[config.mk]
export PLATFORM = sky130hd
export DESIGN_NAME = pc_call_ctrl
export DESIGN_NICKNAME = d
export VERILOG_FILES = /design/src/rtl/pc_call_ctrl.sv
export SDC_FILE = /design/constraint.sdc
export NUM_CORES = 1
export LEC_CHECK = 0
export ABC_AREA = 1
export BUFFER_PORTS_ARGS = -buffer_cell sky130_fd_sc_hd__buf_2
export CAP_MARGIN = 0
export CORE_AREA = 2 2 39 41
export CTS_BUF_LIST = sky130_fd_sc_hd__clkbuf_2 sky130_fd_sc_hd__clkbuf_4 sky130_fd_sc_hd__clkbuf_8
export DETAILED_ROUTE_END_ITERATION = 6
export DIE_AREA = 0 0 41 43
export PLACE_DENSITY_LB_ADDON = 0.08
export REMOVE_ABC_BUFFERS = 1
export SLEW_MARGIN = 20
export SYNTH_ARGS = -nofsm -noshare
export SYNTH_HDL_FRONTEND = slang
export SYNTH_SLANG_ARGS = --single-unit
[constraint.sdc]
create_clock -name clk -period 1.55 [get_ports clk]
set_clock_uncertainty 0.15 [all_clocks]
set_input_delay 0 -clock clk [delete_from_list [all_inputs] [get_ports clk]]
set_output_delay 0 -clock clk [all_outputs]
set_load 0.02 [all_outputs]
[src/rtl/pc_call_ctrl.sv]
// pc_call_ctrl: program counter and call/return sequencer.
// Drives the push/pop side of a hardware return-address stack, executes
// CALL/RET/JUMP/increment in RUN, waits one cycle for popped data in
// RET_WAIT, and traps stack overflow/underflow into a halted FAULT state.
module pc_call_ctrl #(
  parameter int                ADDR_W   = 4,
  parameter logic [ADDR_W-1:0] RESET_PC = '0
) (
  input  logic              clk,
  input  logic              reset,
  input  logic              en,
  input  logic              call,
  input  logic              ret,
  input  logic              jump,
  input  logic [ADDR_W-1:0] target,
  output logic [ADDR_W-1:0] pc,
  output logic              busy,
  output logic              fault,
  output logic              overflow_err,
  output logic              underflow_err,
  output logic              stack_push,
  output logic              stack_pop,
  output logic [ADDR_W-1:0] stack_din,
  input  logic [ADDR_W-1:0] stack_dout,
  input  logic              stack_full,
  input  logic              stack_empty
);

  typedef enum logic [1:0] {
    S_RUN      = 2'd0,
    S_RET_WAIT = 2'd1,
    S_FAULT    = 2'd2
  } state_t;

  state_t            state;
  state_t            state_nxt;
  logic [ADDR_W-1:0] pc_nxt;
  logic              push_req;
  logic              pop_req;
  logic              ovf_set;
  logic              unf_set;

  // Sequential successor of an address; wraps modulo 2^ADDR_W.
  function automatic logic [ADDR_W-1:0] pc_inc(input logic [ADDR_W-1:0] v);
    return v + ADDR_W'(1);
  endfunction

  // State, PC and sticky error flags; reset acts immediately.
  always_ff @(posedge clk or posedge reset) begin
    if (reset) begin
      state         <= S_RUN;
      pc            <= RESET_PC;
      overflow_err  <= 1'b0;
      underflow_err <= 1'b0;
    end else begin
      state <= state_nxt;
      pc    <= pc_nxt;
      if (ovf_set) overflow_err  <= 1'b1;
      if (unf_set) underflow_err <= 1'b1;
    end
  end

  // Next-state, next-PC and stack request decode; ret > call > jump > inc.
  always_comb begin
    state_nxt = state;
    pc_nxt    = pc;
    push_req  = 1'b0;
    pop_req   = 1'b0;
    ovf_set   = 1'b0;
    unf_set   = 1'b0;
    case (state)
      S_RUN: begin
        if (en) begin
          if (ret) begin
            // PC holds; the popped address arrives on stack_dout next cycle.
            if (!stack_empty) begin
              pop_req   = 1'b1;
              state_nxt = S_RET_WAIT;
            end else begin
              unf_set   = 1'b1;
              state_nxt = S_FAULT;
            end
          end else if (call) begin
            if (!stack_full) begin
              push_req = 1'b1;
              pc_nxt   = target;
            end else begin
              ovf_set   = 1'b1;
              state_nxt = S_FAULT;
            end
          end else if (jump) begin
            pc_nxt = target;
          end else begin
            pc_nxt = pc_inc(pc);
          end
        end
      end
      S_RET_WAIT: begin
        // All requests ignored; load the popped return address.
        pc_nxt    = stack_dout;
        state_nxt = S_RUN;
      end
      S_FAULT: begin
        // Halted until reset.
        state_nxt = S_FAULT;
      end
      default: begin
        state_nxt = S_FAULT;
      end
    endcase
  end

  // Strobes are suppressed while reset is asserted so the stack sees no
  // spurious request during an asynchronous reset.
  always_comb begin
    stack_push = push_req & ~reset;
    stack_pop  = pop_req & ~reset;
    stack_din  = pc_inc(pc);
    busy       = (state == S_RET_WAIT);
    fault      = (state == S_FAULT);
  end

endmodule

==> impl_results.md <==
- Status: finished, final reports clean
- Die W: 41 µm
- FILL cells: 129
- Initial Util: 0.410
- Via count: 627
- Num ports: 30
- Initial antenna violation count: 0
- WL met3: 72 µm
- Period utilisation layout: 0.971
- GRT Total Usage: 0.178
- Die H: 43 µm
- Endpoints failing setup: 0
- TNS Setup: 0 ns
- CTS root buf: clkbuf_4
- Crit path launch: state[1]
- Worst IR Drop VDD: 406 µV
- Vias per std cell: 4.48
- Post-route ant nets: 0
- Reg2reg end: pc[1]
- Number of cell rows: 14
- Area grow syn2layout: 50.7%
- Post-Syn Area per Cell: 6.93 µm²
- R2R Setup Slk: between 0.1 and 0.15 ns
- Number of synthesized register bits: 8
- Worst skew pair latency: 0.24 ns
- Min Hold Slack: 0.0104 ns
- Tmin final: 1.50 ns
- Slew HR: 0.729
- Multi-input logic area: 329 µm²
- Grt ovf: 0
- CP Capture Type: output port
- Maximum clock insertion buffer count: 2
- RSZ-0062 raised after global routing: no
- CP endpoint: stack_pop
- DRT iter0 DRCs: 12
- Final wirelength: 1.48 mm
- Count of final max-slew check failures: 0
- Register area: 201 µm²
- Yosys cell types: 19
- Post-route DRC: 0
- CTS tree: yes
- Reg2reg start: pc[1]
- Max Fclk: approximately 660 MHz
- Seq/Total Area, Yosys: 0.352
- Wire per inst: about 11 µm
- H-tree depth: 1
- Fin. Hold Viols: 0
- Met2 routed WL: a little under 700 µm
- HP Class: in2reg
- DP Wirelength: 1.07 mm
- Synth Instances: 82
- Leak pwr: 0.477 nW
- Synth warnings: 0
- Critical Path RT: ~1.4 ns
- Clk sinks: 8
- DP Worst Slack: 0.144 ns
- N_diodes: 0
- Die ar.: about 0.0018 mm²
- Top Metal Used: met4
- Nets@finish: between 100 and 150
- Pin count of the biggest net entering global routing: 9
- Core ar.: 0.00138 mm²
- Detailed-router iteration count before antenna repair: 4
- Least-Margin Pin Slew: 0.404 ns
- Layout cells sized above 1: 0.387
- CTS Buf Count: 3
- Post-Synthesis Cell Area: about 570 µm²
- Metal-1 WL: 703 µm
- # port buffers: 29
- CP Max Fanout: 5
- Final WS setup: around 0.045 ns
- Power density cells: approximately 490 mW/mm²
- GPL Wtd Cong: 0.828
- Setup crit start kind: flop
- MaxCap Viol Count: 0
- Crit path arrival time: between 1 and 1.5 ns
- Crit Path Class: reg2out
- Clk pin slew, worst setup/hold paths: 0.05 ns
- R2r worst-path depth: 7
- First-pass GRT wire length: 2.07 mm
- Vias in the first global route: 518
## cell usage after synthesis (all sizes together)
| cell | instances | area (µm²) |
|---|---|---|
| o21bai | 2 | 15.0 |
| o2111ai | 1 | 8.76 |
| nand2 | 29 | 121 |
| nand4 | 1 | 6.26 |
| a21oi | 2 | 13.8 |
| o21ai | 4 | 20.0 |
| ha | 1 | 12.5 |
| inv | 12 | 45.0 |
| nor3 | 3 | 15.0 |
| nand3 | 5 | 25.0 |
| nor4 | 1 | 6.26 |
| dfrtp | 8 | 200 |
| xnor2 | 1 | 8.76 |
| nor2 | 12 | 70.1 |
## cells in the final DEF, fill, tap and decap left out, drive strengths merged
cell type,netlist,layout
buf,0,32
nand3,5,5
xnor2,1,1
o21ai,4,4
nand4,1,1
nand2,29,29
dlygate4sd3,0,7
o21bai,2,2
a21oi,2,2
o2111ai,1,1
nor2,12,12
inv,12,12
nor3,3,3
nor4,1,1
ha,1,1
clkbuf,0,3
dfrtp,8,8
## critical path, cell delays in order, from the launching register on
cell and delay (ns):
dfrtp_2 0.44, nor2_4 0.16, nand2_2 0.12, nor4_2 0.18
buf_2 0.21
## worst min-delay path by stage
stage          slack, ns            end      start  depth (start not counted)
2_1_floorplan      -0.33   overflow_err      reset                          1
3_3_place_gp       -0.14          pc[2]      reset                          3
4_1_cts            0.004          pc[3]  target[3]                          5
5_1_grt             0.03          pc[3]  target[3]                          5
6_report            0.01          pc[3]  target[3]                          5
3_5_place_dp       -0.14  underflow_err      reset                          3
## repair_timing
| action | 4_1_cts | 5_1_grt |
|---|---|---|
| buffers inserted | 0 | 1 |
| endpoints found under the hold margin | 15 | 0 |
| hold buffers | 7 | 0 |
| gates resized for setup | 0 | 2 |
| setup endpoints to repair | 0 | 2 |
## cell type report
type | count | share of cell area
clock buffer | 3 | 0.0263
inverter | 12 | 0.0526
multi-input combinational | 62 | 0.385
sequential | 8 | 0.235
tap | 16 | 0.0234
timing repair buffer | 39 | 0.278
## where the power goes
part	leakage [nW]	switching (mW)	total [mW]	internal, mW
clock	0.0138	0.0572	0.145	0.0876
combinational	0.357	0.0326	0.0674	0.0348
sequential	0.106	0	0.209	0.209
## through the flow
stage          power (mW)  std cells  area, µm²   util
3_3_place_gp        0.265        129        748  0.541
3_5_place_dp        0.264        129        748  0.541
6_report            0.422        140        856  0.618
4_1_cts             0.427        139        841  0.608
2_1_floorplan       0.235         82        568      -
5_1_grt             0.455        140        856  0.618
## registers in the layout, summed over array words and instances, names as in the netlist
name           count
underflow_err      1
pc                 4
state              2
overflow_err       1
## layer usage
metal / up-vias / GRT usage
met3: 4 / 0.0157
met5: - / 0
met2: 20 / 0.256
met1: 256 / 0.242
met4: 0 / 0.120
li1: 347 / -
## kinds of logic after synthesis
group                    synth area share
buffers and inverters              0.0793
adder cells (fa/ha/maj)            0.0220
AO/OA/AOI/OAI                       0.101
AND/OR/NAND/NOR                     0.430
flip-flops                          0.352
XOR/XNOR                           0.0154
No activity file was read; power rests on OpenSTA's default activity.
